<file path="src/rtl/key_search_pkg.sv">
// Shared defaults and state encoding for the RC4 key search sequencer.
package key_search_pkg;

  localparam int unsigned KS_KEY_WIDTH      = 24;
  localparam logic [23:0] KS_KEY_FIRST      = 24'h000000;
  localparam logic [23:0] KS_KEY_LAST       = 24'h3FFFFF;
  localparam int unsigned KS_TIMEOUT_CYCLES = 65535;

  typedef enum logic [3:0] {
    S_IDLE      = 4'd0,
    S_LOAD      = 4'd1,
    S_DEC_GO    = 4'd2,
    S_DEC_WAIT  = 4'd3,
    S_CHK_GO    = 4'd4,
    S_CHK_WAIT  = 4'd5,
    S_NEXT      = 4'd6,
    S_FOUND     = 4'd7,
    S_EXHAUSTED = 4'd8
  } ks_state_e;

  // A search is in progress in every state except the three resting ones.
  function automatic logic state_is_busy(input logic [3:0] st);
    logic busy_v;
    case (st)
      S_IDLE, S_FOUND, S_EXHAUSTED: busy_v = 1'b0;
      default:                      busy_v = 1'b1;
    endcase
    return busy_v;
  endfunction

endpackage

</file>
<file path="src/rtl/key_search_watchdog.sv">
// Wait-state cycle counter for the key search sequencer; flags when a single
// decrypt or check wait has lasted LIMIT cycles.
module key_search_watchdog #(
  parameter int unsigned LIMIT = 65535
) (
  input  logic clock,
  input  logic reset_n,
  input  logic clear,
  input  logic active,
  output logic expired
);

  localparam int unsigned CW = (LIMIT < 2) ? 1 : $clog2(LIMIT);
  localparam logic [CW-1:0] LIMIT_M1 = CW'(LIMIT - 1);
  localparam logic [CW-1:0] CNT_ONE  = {{(CW-1){1'b0}}, 1'b1};

  logic [CW-1:0] cnt_r;

  // Cleared just before each wait state, saturates at the last waiting cycle.
  always_ff @(posedge clock or negedge reset_n) begin
    if (!reset_n) begin
      cnt_r <= '0;
    end else if (clear) begin
      cnt_r <= '0;
    end else if (active && (cnt_r != LIMIT_M1)) begin
      cnt_r <= cnt_r + CNT_ONE;
    end else begin
      cnt_r <= cnt_r;
    end
  end

  assign expired = active && (cnt_r == LIMIT_M1);

endmodule

</file>
<file path="src/rtl/key_search_ctrl.sv">
// Top-level sequencer stepping RC4 candidate keys through decrypt and ASCII check.
// Optional per-wait watchdog enabled by defining KEY_SEARCH_TIMEOUT_EN.
module key_search_ctrl
  import key_search_pkg::*;
#(
  parameter int unsigned          KEY_WIDTH      = KS_KEY_WIDTH,
  parameter logic [KEY_WIDTH-1:0] KEY_FIRST      = KEY_WIDTH'(KS_KEY_FIRST),
  parameter logic [KEY_WIDTH-1:0] KEY_LAST       = KEY_WIDTH'(KS_KEY_LAST),
  parameter int unsigned          TIMEOUT_CYCLES = KS_TIMEOUT_CYCLES
) (
  input  logic                 clock,
  input  logic                 reset_n,
  input  logic                 start,
  input  logic                 abort,
  output logic [KEY_WIDTH-1:0] key,
  output logic                 decrypt_start,
  input  logic                 decrypt_finish,
  output logic                 check_start,
  input  logic                 check_finish,
  input  logic                 check_valid,
  output logic                 busy,
  output logic                 found,
  output logic                 exhausted,
  output logic                 timeout_err
);

  localparam logic [3:0] ST_IDLE      = S_IDLE;
  localparam logic [3:0] ST_LOAD      = S_LOAD;
  localparam logic [3:0] ST_DEC_GO    = S_DEC_GO;
  localparam logic [3:0] ST_DEC_WAIT  = S_DEC_WAIT;
  localparam logic [3:0] ST_CHK_GO    = S_CHK_GO;
  localparam logic [3:0] ST_CHK_WAIT  = S_CHK_WAIT;
  localparam logic [3:0] ST_NEXT      = S_NEXT;
  localparam logic [3:0] ST_FOUND     = S_FOUND;
  localparam logic [3:0] ST_EXHAUSTED = S_EXHAUSTED;

  localparam logic [KEY_WIDTH-1:0] KEY_ONE = {{(KEY_WIDTH-1){1'b0}}, 1'b1};

  logic [3:0]           state_r;
  logic [3:0]           state_nxt_s;
  logic [KEY_WIDTH-1:0] key_r;
  logic [KEY_WIDTH-1:0] key_nxt_s;
  logic                 timeout_nxt_s;
  logic                 at_last_s;
  logic                 wdg_expired_s;
  logic                 decrypt_start_r;
  logic                 check_start_r;
  logic                 busy_r;
  logic                 found_r;
  logic                 exhausted_r;
  logic                 timeout_err_r;

  assign at_last_s = (key_r == KEY_LAST);

`ifdef KEY_SEARCH_TIMEOUT_EN
  logic wdg_clear_s;
  logic wdg_active_s;

  assign wdg_clear_s  = (state_r == ST_DEC_GO)   || (state_r == ST_CHK_GO);
  assign wdg_active_s = (state_r == ST_DEC_WAIT) || (state_r == ST_CHK_WAIT);

  key_search_watchdog #(
    .LIMIT (TIMEOUT_CYCLES)
  ) u_watchdog (
    .clock   (clock),
    .reset_n (reset_n),
    .clear   (wdg_clear_s),
    .active  (wdg_active_s),
    .expired (wdg_expired_s)
  );
`else
  assign wdg_expired_s = 1'b0;
`endif

  // Next-state, key and timeout-flag decode; abort overrides everything.
  always_comb begin
    state_nxt_s   = state_r;
    key_nxt_s     = key_r;
    timeout_nxt_s = timeout_err_r;
    if (abort) begin
      state_nxt_s = ST_IDLE;
    end else begin
      case (state_r)
        ST_IDLE, ST_FOUND, ST_EXHAUSTED: begin
          if (start) begin
            state_nxt_s   = ST_LOAD;
            key_nxt_s     = KEY_FIRST;
            timeout_nxt_s = 1'b0;
          end else begin
            state_nxt_s = state_r;
          end
        end
        ST_LOAD:   state_nxt_s = ST_DEC_GO;
        ST_DEC_GO: state_nxt_s = ST_DEC_WAIT;
        ST_DEC_WAIT: begin
          if (decrypt_finish) begin
            state_nxt_s = ST_CHK_GO;
          end else if (wdg_expired_s) begin
            state_nxt_s   = ST_EXHAUSTED;
            timeout_nxt_s = 1'b1;
          end else begin
            state_nxt_s = ST_DEC_WAIT;
          end
        end
        ST_CHK_GO: state_nxt_s = ST_CHK_WAIT;
        ST_CHK_WAIT: begin
          if (check_finish && check_valid) begin
            state_nxt_s = ST_FOUND;
          end else if (check_finish && at_last_s) begin
            state_nxt_s = ST_EXHAUSTED;
          end else if (check_finish) begin
            state_nxt_s = ST_NEXT;
          end else if (wdg_expired_s) begin
            state_nxt_s   = ST_EXHAUSTED;
            timeout_nxt_s = 1'b1;
          end else begin
            state_nxt_s = ST_CHK_WAIT;
          end
        end
        ST_NEXT: begin
          state_nxt_s = ST_DEC_GO;
          // Never wrap, even when KEY_LAST is the all-ones key.
          if (!at_last_s) begin
            key_nxt_s = key_r + KEY_ONE;
          end else begin
            key_nxt_s = key_r;
          end
        end
        default: state_nxt_s = ST_IDLE;
      endcase
    end
  end

  // State, key and outputs, all registered from the decoded next state.
  always_ff @(posedge clock or negedge reset_n) begin
    if (!reset_n) begin
      state_r         <= ST_IDLE;
      key_r           <= KEY_FIRST;
      decrypt_start_r <= 1'b0;
      check_start_r   <= 1'b0;
      busy_r          <= 1'b0;
      found_r         <= 1'b0;
      exhausted_r     <= 1'b0;
      timeout_err_r   <= 1'b0;
    end else begin
      state_r         <= state_nxt_s;
      key_r           <= key_nxt_s;
      decrypt_start_r <= (state_nxt_s == ST_DEC_GO);
      check_start_r   <= (state_nxt_s == ST_CHK_GO);
      busy_r          <= state_is_busy(state_nxt_s);
      found_r         <= (state_nxt_s == ST_FOUND);
      exhausted_r     <= (state_nxt_s == ST_EXHAUSTED);
      timeout_err_r   <= timeout_nxt_s;
    end
  end

  assign key           = key_r;
  assign decrypt_start = decrypt_start_r;
  assign check_start   = check_start_r;
  assign busy          = busy_r;
  assign found         = found_r;
  assign exhausted     = exhausted_r;
  assign timeout_err   = timeout_err_r;

endmodule
</file>
<file path="config.mk">
export PLATFORM = sky130hd
export DESIGN_NAME = key_search_ctrl
export DESIGN_NICKNAME = d
export VERILOG_FILES = /design/src/rtl/key_search_pkg.sv /design/src/rtl/key_search_watchdog.sv /design/src/rtl/key_search_ctrl.sv
export SDC_FILE = /design/constraint.sdc
export NUM_CORES = 1
export LEC_CHECK = 0
export ABC_AREA = 1
export CAP_MARGIN = 20
export CORE_MARGIN = 5
export CORE_UTILIZATION = 54
export DETAILED_ROUTE_END_ITERATION = 12
export PLACE_DENSITY = 0.88
export SLEW_MARGIN = 15
export SYNTH_ARGS = -nofsm -noshare
export SYNTH_HDL_FRONTEND = slang
export SYNTH_SLANG_ARGS = --single-unit
</file>
<file path="constraint.sdc">
create_clock -name clock -period 2.23 [get_ports clock]
set_input_delay 0.446 -clock clock [delete_from_list [all_inputs] [get_ports clock]]
set_output_delay 0.446 -clock clock [all_outputs]
set_load 0.05 [all_outputs]
</file>
==> metrics.md, run 1 <==
| Metric | Value |
|---|---|
| Status | finished clean |
| Num CTS Buffers | 5 |
| Setup CP Type | flop to primary output |
| Reg-to-reg critical path endpoint | key[17] |
| Post-Syn Instances | 318 |
| WP data required | between 1.5 and 2 ns |
| Final min period | 2.09 ns |
| Fillers | 350 |
| Number of I/O port buffers | 35 |
| Crit path buffers/inverters | 1 |
| First-pass detailed-route iteration total | 5 |
| Final wirelength | 5420 µm |
| Initial antenna violation count | 0 |
| Fmax | between 0.4 and 0.5 GHz |
| Crit path to | key[15] |
| Crit-path cells | clkdlybuf4s50_1 |
| Sequential Power Share | roughly 39% |
| Max-capacitance violation count | 0 |
| Worst Setup SP | key[15] |
| VDD IR max | between 500 and 600 µV |
| Final total power | between 0.0015 and 0.002 W |
| Fin. Hold Viols | 0 |
| Placed insts | between 400 and 500 |
| Sw Ratio | between 30% and 40% |
| Clock Skew | 0.00494 ns |
| Resized cells post-CTS | 0 |
| Startpoint Class | flop |
| First-pass GRT wire length | approximately 8900 µm |
| Final Net Count | around 370 |
| Post-synthesis cell type count | 30 |
| Avg Inst Size Synth | a little over 7 µm² |
| GRT Util Overall | 20.9% |
| Final Instance Count excl. Fillers | between 400 and 500 |
| H-tree depth | 2 |
| Synth top area share | 36.6% |
| Power Dens Cells | around 620 nW/µm² |
| Reg2Reg Setup Slack | approximately 0.26 ns |
| Placer Congestion | about 0.96 |
| Commonest non-fill, non-tap cell in the layout | nand2_1 |
| Setup tns final | 0 ns |
| Slew Limit Fails | 0 |
| Worst EP arrival | around 1.6 ns |
| Hold buffers post-CTS | 0 |
| FF/Latch Area | approximately 830 µm² |
| Crit path capture type | primary output |
| Half-perimeter wire length after placement | 3880 µm |
| Leak pwr | approximately 1.3 nW |
| #FFs+latches synth | 33 |
| Register area share after synthesis | a little over a third |
| Via count of the first global-routing pass | between 2000 and 2500 |
| Launching point of the worst reg2reg path | key[1] |
| Routed Antenna Nets | 0 |
| Full die area | ~5600 µm² |
| Vias per cell | 5.38 |
| Worst-margin pin slew | about 0.6 ns |
| Crit path depth | 1 |
| Num Clock Sinks | 33 |
| CTS root buf | clkbuf_8 |
| Final Setup Violations | 0 |
| Cell taking the most area after synthesis | dfrtp_1 |
| Die height | about 75 µm |
| Layout cells sized above 1 | 13.6% |
| Footprint of the multi-input gates | roughly 1200 µm² |
| Starting Density | 56.0% |
| Drt initial violations | ~180 |
| Max FO, Critical Path | 6 |
| Clk_lat worst skew | between 0.2 and 0.3 ns |
| Commonest cells after routing, fill and taps aside | nand2_1 (87), nor2_1 (40), inv_1 (39) |
| WL/cell | about 13 µm |
| Slowest cell on crit path | clkdlybuf4s50_1 |
| Worst reg2reg path depth | 11 |
| Largest stage delay, worst path | 0.86 ns |
| YS warnings | 0 |
| RSZ-0062 raised after global routing | false |
| Top post-synthesis cells by area | dfrtp_1 (37%), nand2_1 (14%), nand3_1 (7.3%) |
| Tcrit/Tclk final | a little over nine tenths |
| Logic pwr share | a little under a third |
| Slew margin rel. | 59.9% |
| Clk buf depth | 2 |
| Area Overhead vs Synth | 22.0% |
| Largest net degree at the start of global routing | 34 |
| Clock transition at path regs | approximately 0.07 ns |
| Switch Pwr | around 0.00064 W |
| # rows | 23 |
| Worst Hold Class | input port to async pin |
| Die W | between 70 and 80 µm |
| # diodes | 0 |
| # IOs | 37 |
| Synthesized cell area | approximately 2300 µm² |
| Clk pwr share | a little under 30% |
| Core Footprint | about 4000 µm² |
| Worst path top cell family by delay | buffers and inverters |
| Int Pwr | roughly 0.0011 W |
| Via count | 2213 |
| TritonCTS clock tree | done |
| DRC viols | 0 |
| Total gr overflow | 0 |
| Post-synthesis net count | 326 |
-- power by group through the flow --
stage	clock (W)	sequential, W	combinational, W
finish	0.000505	0.000663	0.000536
global route	0.000538	0.000667	0.000590
CTS	0.000513	0.000663	0.000516
detailed placement	0	0.000673	0.000510
global placement	0	0.000673	0.000498
floorplan	0	0.000732	0.000399
-- cells in the mapped netlist (all sizes together) --
cell and instances:
inv 42, nand3 33, nand4 9, nor3 6, a21o 1, a21oi 3
xnor2 2, clkbuf 2, o21ai 16, nand3b 1, buf 6, nand2 96
nor2 51, and2 1, ha 1, conb 1, dfrtp 33, or2 1
xor2 13
-- flip-flops by register name, indices dropped and copies added (netlist names) --
signal         flops
busy               1
check_start        1
state_r            4
exhausted          1
found              1
decrypt_start      1
key               24
-- routing by layer --
metal	vias to the layer above	part of all wire (%)	wire [µm]	track usage [%]
met5	-	0	0	0
met4	0	3.6	193	10.5
met3	25	9.5	516	4.14
met2	120	46	2470	32.7
met1	984	41	2240	27.7
li1	1084	-	-	-
-- how the worst min path moves through the flow --
stage               startpoint  endpoint  slack (ns)
global route           reset_n   key[18]        0.60
global placement       key[18]   key[18]        0.55
finish                 reset_n   key[18]        0.55
floorplan              reset_n      busy        0.15
detailed placement     key[18]   key[18]        0.56
CTS                    reset_n   key[18]        0.57
-- cell type report --
cell class / count / share of cell area [%]
Clock buffer: 7 / 3.50
Sequential cell: 33 / 30.0
Multi-Input combinational cell: 236 / 43.6
Tap cell: 50 / 2.27
Clock inverter: 1 / 0.182
Timing Repair Buffer: 42 / 14.6
Inverter: 42 / 5.82
-- cell families (layout without fill, tap and decap cells) --
family          Yosys count  count (layout)  share of synthesized area, %
buf+inv                  50              92                          10.5
flops                    33              33                          36.6
other cells               1               1                         0.166
simple gates            198             199                          40.6
xor+xnor                 15              15                          5.83
compound gates           20              20                          5.72
fa+ha+maj                 1               1                         0.555
-- metrics by stage --
step | worst slack (ns) | cell area (µm²) | hold slack (ns) | util [%]
after global routing | 0.0616 | 2750 | 0.597 | 68.3
after global placement | 0.0729 | 2640 | 0.551 | 65.6
after floorplan | 0.101 | 2250 | 0.150 | -
after detailed placement | -0.000103 | 2640 | 0.555 | 65.6
after CTS | 0.126 | 2750 | 0.570 | 68.1
final | 0.142 | 2750 | 0.551 | 68.3
-- what timing repair did --
action                                  CTS  global route
endpoints found under the setup margin    0             5
endpoints found under the hold margin     0             0
setup buffers                             0             0
(Power assumes the default switching activity.)
==> run 2: changes to the inputs <==
- CTS_CLUSTER_DIAMETER: unset -> 150
==> results of run 2 <==
No change in the layout: final DEF, timing and power equal those of run 1.
